**config.mk**
```make
export PLATFORM = sky130hd
export DESIGN_NAME = display_scan_flat
export DESIGN_NICKNAME = d
export VERILOG_FILES = /design/src/rtl/display_scan_if.sv /design/src/rtl/display_scan.sv /design/src/flat_wrapper.sv
export SDC_FILE = /design/constraint.sdc
export NUM_CORES = 1
export LEC_CHECK = 0
export ABC_CLOCK_PERIOD_IN_PS = 3800
export CAP_MARGIN = 20
export CORE_UTILIZATION = 50
export CTS_CLUSTER_DIAMETER = 120
export CTS_CLUSTER_SIZE = 25
export DETAILED_ROUTE_END_ITERATION = 12
export PLACE_DENSITY_LB_ADDON = 0.12
export SYNTH_ARGS = -nofsm -noshare
export SYNTH_HDL_FRONTEND = slang
export SYNTH_SLANG_ARGS = --single-unit
export TNS_END_PERCENT = 30
```
**constraint.sdc**
```tcl
create_clock -name clk -period 3.8 [get_ports clk]
set_input_delay 0.76 -clock clk [delete_from_list [all_inputs] [get_ports clk]]
set_output_delay 0.76 -clock clk [all_outputs]
set_load 0.03 [all_outputs]
```
**src/rtl/display_scan_if.sv**
```systemverilog
// Signal bundle between the time source/display consumer and display_scan.
// The master side supplies time values and blanking; the slave side drives the LED pins and busy.
interface display_scan_if #(
  parameter int IN_WIDTH = 6
);
  logic [IN_WIDTH-1:0] minutes;
  logic [IN_WIDTH-1:0] seconds;
  logic                blank;
  logic [6:0]          seg;
  logic [3:0]          an;
  logic                dp;
  logic                busy;

  modport master (
    output minutes, seconds, blank,
    input  seg, an, dp, busy
  );

  modport slave (
    input  minutes, seconds, blank,
    output seg, an, dp, busy
  );
endinterface

```
**src/rtl/display_scan.sv**
```systemverilog
// Four-digit multiplexed mm.ss display driver.
// It converts binary minutes/seconds to BCD by repeated subtraction once per frame and scans the digits.
module display_scan #(
  parameter int SCAN_DIV = 50000,
  parameter int IN_WIDTH = 6
) (
  input  logic           clk,
  input  logic           reset_n,
  display_scan_if.slave  io
);

  localparam int CW = (SCAN_DIV > 1) ? $clog2(SCAN_DIV) : 1;
  localparam logic [IN_WIDTH-1:0] TEN = IN_WIDTH'(10);

  typedef enum logic [2:0] {
    S_IDLE,
    S_LOAD,
    S_CONV_S,
    S_CONV_M,
    S_DONE
  } state_t;

  logic [CW-1:0]       cnt_q, cnt_d;
  logic [1:0]          idx_q, idx_d;
  logic                first_q;
  logic                start_q;
  state_t              state_q;
  logic [IN_WIDTH-1:0] snap_s_q, snap_m_q;
  logic [IN_WIDTH-1:0] rem_s_q, rem_m_q;
  logic [IN_WIDTH-1:0] ten_s_q, ten_m_q;
  logic [3:0]          su_q, st_q, mu_q, mt_q;
  logic [6:0]          seg_q;
  logic [3:0]          an_q;
  logic                dp_q;
  logic                scan_tick;
  logic                frame_start;
  logic                busy;
  logic                accept;
  logic [3:0]          cur_digit;

  // Values above 9 map to the dark code; IN_WIDTH is assumed to be at least 4.
  function automatic logic [3:0] to_digit(input logic [IN_WIDTH-1:0] v);
    return (v > IN_WIDTH'(9)) ? 4'hF : v[3:0];
  endfunction

  function automatic logic [6:0] seg_encode(input logic [3:0] d);
    logic [6:0] s;
    case (d)
      4'd0:    s = 7'b1000000;
      4'd1:    s = 7'b1111001;
      4'd2:    s = 7'b0100100;
      4'd3:    s = 7'b0110000;
      4'd4:    s = 7'b0011001;
      4'd5:    s = 7'b0010010;
      4'd6:    s = 7'b0000010;
      4'd7:    s = 7'b1111000;
      4'd8:    s = 7'b0000000;
      4'd9:    s = 7'b0010000;
      default: s = 7'b1111111;
    endcase
    return s;
  endfunction

  assign scan_tick   = (cnt_q == CW'(SCAN_DIV - 1));
  assign frame_start = first_q || (scan_tick && (idx_q == 2'd3));
  // The accepted-start cycle counts as busy so a second start cannot slip in before LOAD.
  assign busy        = start_q || (state_q != S_IDLE);
  assign accept      = frame_start && !busy;

  always_comb begin
    cnt_d = scan_tick ? '0 : cnt_q + CW'(1);
    idx_d = scan_tick ? idx_q + 2'd1 : idx_q;
  end

  always_ff @(posedge clk) begin
    if (!reset_n) begin
      cnt_q   <= '0;
      idx_q   <= 2'd0;
      first_q <= 1'b1;
    end else begin
      cnt_q   <= cnt_d;
      idx_q   <= idx_d;
      first_q <= 1'b0;
    end
  end

  always_ff @(posedge clk) begin
    if (!reset_n) begin
      state_q <= S_IDLE;
      start_q <= 1'b0;
      su_q    <= 4'd0;
      st_q    <= 4'd0;
      mu_q    <= 4'd0;
      mt_q    <= 4'd0;
    end else begin
      start_q <= accept;
      if (accept) begin
        snap_s_q <= io.seconds;
        snap_m_q <= io.minutes;
      end
      case (state_q)
        S_IDLE: begin
          if (start_q) state_q <= S_LOAD;
        end
        S_LOAD: begin
          rem_s_q <= snap_s_q;
          rem_m_q <= snap_m_q;
          ten_s_q <= '0;
          ten_m_q <= '0;
          state_q <= S_CONV_S;
        end
        S_CONV_S: begin
          if (rem_s_q >= TEN) begin
            rem_s_q <= rem_s_q - TEN;
            ten_s_q <= ten_s_q + IN_WIDTH'(1);
          end else begin
            state_q <= S_CONV_M;
          end
        end
        S_CONV_M: begin
          if (rem_m_q >= TEN) begin
            rem_m_q <= rem_m_q - TEN;
            ten_m_q <= ten_m_q + IN_WIDTH'(1);
          end else begin
            state_q <= S_DONE;
          end
        end
        S_DONE: begin
          su_q    <= to_digit(rem_s_q);
          st_q    <= to_digit(ten_s_q);
          mu_q    <= to_digit(rem_m_q);
          mt_q    <= to_digit(ten_m_q);
          state_q <= S_IDLE;
        end
        default: state_q <= S_IDLE;
      endcase
    end
  end

  always_comb begin
    cur_digit = su_q;
    case (idx_q)
      2'd1:    cur_digit = st_q;
      2'd2:    cur_digit = mu_q;
      2'd3:    cur_digit = mt_q;
      default: cur_digit = su_q;
    endcase
  end

  always_ff @(posedge clk) begin
    if (!reset_n || io.blank) begin
      an_q  <= 4'hF;
      seg_q <= 7'h7F;
      dp_q  <= 1'b1;
    end else begin
      an_q  <= ~(4'b0001 << idx_q);
      seg_q <= seg_encode(cur_digit);
      dp_q  <= (idx_q != 2'd2);
    end
  end

  assign io.seg  = seg_q;
  assign io.an   = an_q;
  assign io.dp   = dp_q;
  assign io.busy = busy;

endmodule

```
**src/flat_wrapper.sv**
```systemverilog
// flat-port wrapper written by rule: the top's interface ports become plain ports
module display_scan_flat 
#(
  parameter int SCAN_DIV = 50000,
  parameter int IN_WIDTH = 6
)
  (clk, reset_n, io_minutes, io_seconds, io_blank, io_seg, io_an, io_dp, io_busy);
  display_scan_if #(.IN_WIDTH(IN_WIDTH)) io_i ();
  input  logic clk;
  input  logic reset_n;
  input wire logic [$bits(io_i.minutes)-1:0] io_minutes;
  input wire logic [$bits(io_i.seconds)-1:0] io_seconds;
  input wire logic [$bits(io_i.blank)-1:0] io_blank;
  output wire logic [$bits(io_i.seg)-1:0] io_seg;
  output wire logic [$bits(io_i.an)-1:0] io_an;
  output wire logic [$bits(io_i.dp)-1:0] io_dp;
  output wire logic [$bits(io_i.busy)-1:0] io_busy;
  assign io_i.minutes = io_minutes;
  assign io_i.seconds = io_seconds;
  assign io_i.blank = io_blank;
  assign io_seg = io_i.seg;
  assign io_an = io_i.an;
  assign io_dp = io_i.dp;
  assign io_busy = io_i.busy;
  display_scan #(.SCAN_DIV(SCAN_DIV), .IN_WIDTH(IN_WIDTH)) u_core (.clk(clk), .reset_n(reset_n), .io(io_i));
endmodule
```
==> results of run 1 <==
-- cells in the final DEF, fill, tap and decap left out, types with 5 or more instances in the layout --
master,netlist,routed
dfxtp_1,50,50
nor2_1,45,45
edfxtp_1,36,36
nand2_1,28,28
o21ai_0,27,27
clkdlybuf4s50_1,0,27
inv_1,22,22
xnor2_1,18,18
ha_1,17,17
a21oi_1,12,12
nand3_1,12,12
nor3_1,12,12
clkbuf_8,0,10
xor2_1,8,8
nor4_1,8,8
and2_1,6,6
o221a_2,6,6
a211oi_1,5,5
-- cell type report --
class | count | area share
Timing Repair Buffer | 30 | 0.0672
Multi-Input combinational cell | 247 | 0.362
Inverter | 22 | 0.0190
Sequential cell | 86 | 0.478
Clock buffer | 10 | 0.0316
Clock inverter | 6 | 0.0138
Tap cell | 99 | 0.0284
-- critical path, stage by stage (launching register included) --
cell and delay [ns]:
dfxtp_1 0.35, nor2_1 0.22, nand2_1 0.17, clkdlybuf4s50_1 0.63
-- metrics by stage --
step | hold WS [ns] | util
2_1_floorplan | 0.418 | -
3_3_place_gp | 0.430 | 0.570
3_5_place_dp | 0.439 | 0.570
4_1_cts | 0.458 | 0.597
5_1_grt | 0.487 | 0.597
6_report | 0.458 | 0.597
-- per-layer routing --
metal	vias up	track usage	wire [µm]
met5	-	0	0
met4	0	0.0606	97
met3	9	0.0499	235
met2	52	0.299	3170
met1	1215	0.235	3230
li1	1359	-	-
-- kinds of logic (layout without fill, tap and decap cells) --
| family | after synthesis | count (layout) | share of synthesized area |
|---|---|---|---|
| compound gates | 62 | 62 | 0.105 |
| simple gates | 136 | 136 | 0.177 |
| xor+xnor | 26 | 26 | 0.0599 |
| buf+inv | 35 | 68 | 0.0375 |
| mux | 6 | 6 | 0.0165 |
| fa+ha+maj | 17 | 17 | 0.0560 |
| flops | 86 | 86 | 0.548 |
-- sequential cells by signal, summed over array words and instances, names as in the netlist, 3 cells and up --
signal / flops
u_core.io.seg: 7
u_core.ten_m_q: 6
u_core.rem_m_q: 6
u_core.st_q: 4
u_core.su_q: 4
u_core.mu_q: 4
u_core.cnt_q: 16
u_core.io.an: 3
u_core.state_q: 3
u_core.snap_m_q: 6
u_core.snap_s_q: 6
u_core.mt_q: 4
u_core.rem_s_q: 6
u_core.ten_s_q: 6
-- path summary, 6_finish.rpt --
check                                        end  slack [ns]  cells after the start
worst min-delay path             u_core.cnt_q[0]        0.46                      1
worst min register to register   u_core.cnt_q[0]        0.46                      1
worst max register to register  u_core.io.seg[6]        1.54                      7
worst max-delay path                     io_busy        1.31                      3
-- power groups by stage --
| stage | clock [W] | combinational [W] | sequential [W] |
|---|---|---|---|
| 2_1_floorplan | 0 | 0.000194 | 0.00113 |
| 3_3_place_gp | 0 | 0.000277 | 0.00113 |
| 3_5_place_dp | 0 | 0.000283 | 0.00113 |
| 4_1_cts | 0.000658 | 0.000286 | 0.00111 |
| 5_1_grt | 0.000696 | 0.000316 | 0.00112 |
| 6_report | 0.000638 | 0.000282 | 0.00111 |
==> qor.yml, run 1 <==
multi_input_area_mm2: 0.00158
hold_viol_final: 0
p_switching_w: 0.000544
synth_top_area_frac: 0.284
report.final.slew_viol_count: 0
startpoint: "u_core.state_q[0]"
ir_worst_vdd_mv: 0.330
synth_seq_cells: 86
root_buffer: "clkbuf_8"
yosysTopAreaCell: "edfxtp_1"
cp-end-kind: "primary output"
viasPerCell: 5.27
start_util: 0.521
coreArea_mm2: 0.00729
rsz0062_at_grt: "no"
clockBufferDepth: 2
ctsHtreeMaxLevel: 3
grt_max_degree: 21
place_inst: 484
worst_slack_ns: 1.31
swShare: 0.267
clk_latency_ns: 0.35
synth_common_cells: "dfxtp_1 (50), nor2_1 (45), edfxtp_1 (36)"
yosysSeqAreaShare: 0.548
outcome: "complete, no violations"
worstPathArrival_ns: 1.73
final_cell_area_mm2: 0.00436
p_comb_frac: 0.138
pwr-share-clk: 0.314
synthCells: 368
slew_headroom: 0.540
async_flop_share: 0
final-seq-area_mm2: 0.00208
antennaDiodeCount: 0
dieArea_mm2: 0.00795
numCtsBuffers: 9
detailroute.via_count: 2635
power_density_mw_per_mm2: 467
synth_flop_cell: "dfxtp_1"
gp_congestion: 0.787
syn_to_final_growth_pct: 14.6
first_pass_iters: 6
worst-path-max-fanout: 6
setup-violations-final: 0
overflow: 0
nNetsFinal: 428
drive_above_1_share: 0.0823
die_x_um: 89.2
fmax_mhz: 402
totalWireLength_um: 6730
worstPathRequired_ns: 3.04
fin_skew_ns: 0.00732
cts_hold_buf: 0
post-cts-setup-buffers: 0
leakage_nw: 1.56
cts_tree: "done"
path_clk_slew_ns: 0.08
cts.sinks: 86
post_dp_cell_area_mm2: 0.00416
setup_tns_ns: 0
worst_setup_path_start_kind: "register"
cap_violations: 0
fin_cells: 500
hold_path_class: "register to register"
ios: 28
die_h_um: 89.2
grt_pass1_vias: 2379
r2r_start: "u_core.idx_q[0]"
yosysMostFrequentCell: "dfxtp_1"
drtAntennaViolNets: 0
antenna_found_initial: 0
cts_resized: 0
grt_pass1_wl_um: 10900
synth_fp_nets: 400
p_total_w: 0.00204
post-route-period-util: 0.654
std_cell_rows: 31
place_ws_ns: 1.21
avgRoutedWirePerCell_um: 13.5
synth_area_mm2: 0.00380
yosys_warnings: 0
p_int_w: 0.00149
synth_area_leaders: "edfxtp_1 (28%), dfxtp_1 (26%), ha_1 (5.6%)"
syn-mean-instance-area_um2: 10.3
finalCriticalPeriod_ns: 2.49
grtUsageTotal: 0.183
hold_start: "u_core.cnt_q[0]"
synth_edf_count: 36
dp_hpwl_um: 4720
path_class: "register to primary output"
worst_pin_slew_ns: 0.671
synth_cell_types: 43
seqPwrFrac: 0.548
drc: 0
drtIter0Drc: 132
fill_cells: 667
portBuffers: 27
(Power assumes the default switching activity.)
==> inputs of run 2 (changes only) <==
ABC_CLOCK_PERIOD_IN_PS = 2400   (was 3800)
clock period = 2.4 ns   (was 3.8 ns; I/O delays follow)
==> run 2 against run 1 <==
- first-iteration DRC count down 27%
- critical path depth up 4
- count of clock-buffer cells in the layout up 4
- wire length down 0.18%
- sequential power up 59%
- final cell count up 1.0%
- clock skew up 0.00055 ns
- critical endpoint is now u_core.io.seg[6]
- register-to-register slack worse by 1.4 ns
- via count up 0.49%
- clock power up 48%
- largest cell class unchanged
- die area unchanged
==> qor.yml, run 2 (synthesis results as in run 1) <==
ctsHtreeMaxLevel: 3  # unchanged
leakage_nw: 1.59  # was 1.56 nW
overflow: 0  # unchanged
worstPathRequired_ns: 2.63  # was 3.04 ns
dp_hpwl_um: 4780  # was 4720 µm
fin_skew_ns: 0.00787  # was 0.00732 ns
grt_pass1_wl_um: 11000  # was 10,900 µm
setup_tns_ns: 0  # unchanged
post-cts-setup-buffers: 0  # unchanged
first_pass_iters: 4  # was 6
cp-end-kind: "register"  # was primary output
final_common_cell: "dfxtp_1"  # unchanged
nNetsFinal: 433  # was 428
cts_hold_buf: 0  # unchanged
drtAntennaViolNets: 0  # unchanged
worstPathArrival_ns: 2.45  # was 1.73 ns
numCtsBuffers: 9  # unchanged
ir_worst_vdd_mv: 0.434  # was 0.330 mV
worst_pin_slew_ns: 0.648  # was 0.671 ns
report.final.slew_viol_count: 0  # unchanged
met2_length_um: 3090  # was 3170 µm
cap_violations: 0  # unchanged
gp_congestion: 0.821  # was 0.787
power_density_mw_per_mm2: 720  # was 467 mW/mm²
avgRoutedWirePerCell_um: 13.3  # was 13.5 µm
cts_tree: "done"  # unchanged
critPathSlowestCell: "dfxtp_1"  # was clkdlybuf4s50_1
dieArea_mm2: 0.00795  # unchanged
cp_slowest_stage_delay_ns: 0.40  # was 0.63 ns
p_total_w: 0.00316  # was 0.00204 W
rsz0062_at_grt: "no"  # unchanged
totalWireLength_um: 6720  # was 6730 µm
hold_viol_final: 0  # unchanged
finalCriticalPeriod_ns: 2.22
antennaDiodeCount: 0  # unchanged
die_x_um: 89.2  # unchanged
cp_top_family: "adder cells"  # was buffers and inverters
met3WireLength_um: 219  # was 235 µm
portBuffers: 27  # unchanged
hold_path_class: "register to register"  # unchanged
top_register: "u_core.cnt_q"  # unchanged
wl_met1_um: 3290  # was 3230 µm
viasPerCell: 5.24  # was 5.27
path_class: "register to register"  # was register to primary output
start_util: 0.521  # unchanged
slew_headroom: 0.555  # was 0.540
largest_reg_flops: 16  # unchanged
die_h_um: 89.2  # unchanged
path_clk_slew_ns: 0.08  # about the same
drive_above_1_share: 0.0985  # was 0.0823
coreArea_mm2: 0.00729  # unchanged
drtIter0Drc: 97  # was 132
timing.critical_path.buf_inv: 1  # unchanged
syn_to_final_growth_pct: 15.5  # was 14.6%
detailroute.via_count: 2648  # was 2,635
cts.sinks: 86  # unchanged
outcome: "complete, no violations"  # unchanged
grtUsageTotal: 0.185  # was 0.183
crit_chain: "inv_1 -> ha_1 -> a222oi_1 -> mux2i_1 -> ha_1 -> mux2_2 -> a2bb2oi_1"  # was nor2_1 -> nand2_1 -> clkdlybuf4s50_1
ios: 28  # unchanged
post-route-period-util: 0.924
antenna_found_initial: 0  # unchanged
worst-path-max-fanout: 8  # was 6
std_cell_rows: 31  # unchanged
worst_setup_path_start_kind: "register"  # unchanged
grt_pass1_vias: 2400  # was 2,379
final_cell_mix: "dfxtp_1 (50), nor2_1 (45), edfxtp_1 (36)"  # unchanged
drc: 0  # unchanged
clockBufferDepth: 2  # unchanged
clk_latency_ns: 0.34  # was 0.35 ns
fmax_mhz: 451
cp_common_cell: "ha_1"
top_layer: "met4"  # unchanged
cts_resized: 0  # unchanged
setup-violations-final: 0  # unchanged
root_buffer: "clkbuf_8"  # unchanged
grt_max_degree: 19  # was 21
[run 2: cell types whose count changed in the layout (fill, tap and decap cells not counted), sizes merged]
cell / before / now
bufinv: 1 / 0
clkbuf: 10 / 14
buf: 3 / 8
clkinv: 3 / 0
[run 2: worst reg2reg max path, stage by stage, from the launching register on]
cell and delay (ns):
dfxtp_1 0.40, inv_1 0.11, ha_1 0.27, a222oi_1 0.36, mux2i_1 0.29, ha_1 0.29
mux2_2 0.26, a2bb2oi_1 0.14
[run 2: final timing paths]
check / from / end / slack [ns] / cells after the start
max: u_core.idx_q[0] / u_core.io.seg[6] / 0.18 / 7
min: u_core.cnt_q[0] / u_core.cnt_q[0] / 0.48 / 1
max reg2reg: u_core.idx_q[0] / u_core.io.seg[6] / 0.18 / 7
min reg2reg: u_core.cnt_q[0] / u_core.cnt_q[0] / 0.48 / 1
[run 2: final cells by class]
| class | count | area [µm²] |
|---|---|---|
| Timing Repair Buffer | 35 | 330 |
| Fill cell | 667 | 2900 |
| Tap cell | 99 | 124 |
| Multi-Input combinational cell | 247 | 1580 |
| Inverter | 22 | 82.6 |
| Clock inverter | 2 | 13.8 |
| Clock buffer | 14 | 175 |
| Sequential cell | 86 | 2080 |
[run 2: stage by stage]
step,cell area [µm²],instances,hold slack [ns],worst slack (ns),util
after floorplan,3810,368,0.418,0.0936,-
after global placement,4200,489,0.428,0.305,0.576
after detailed placement,4200,489,0.468,0.181,0.576
after CTS,4390,505,0.483,0.176,0.602
after global routing,4390,505,0.501,0.0415,0.602
final,4390,505,0.481,0.181,0.602
[run 2: report_power, final]
part	internal [W]	switching, W	total [W]
Sequential	0.00168	0.0000864	0.00176
Clock	0.000471	0.000475	0.000946
Combinational	0.000183	0.000269	0.000453
[run 2: layer usage]
layer,vias to the layer above,global-route usage
met4,0,0.0823
met2,52,0.293
met3,11,0.0416
met1,1218,0.245
li1,1367,-
met5,-,0
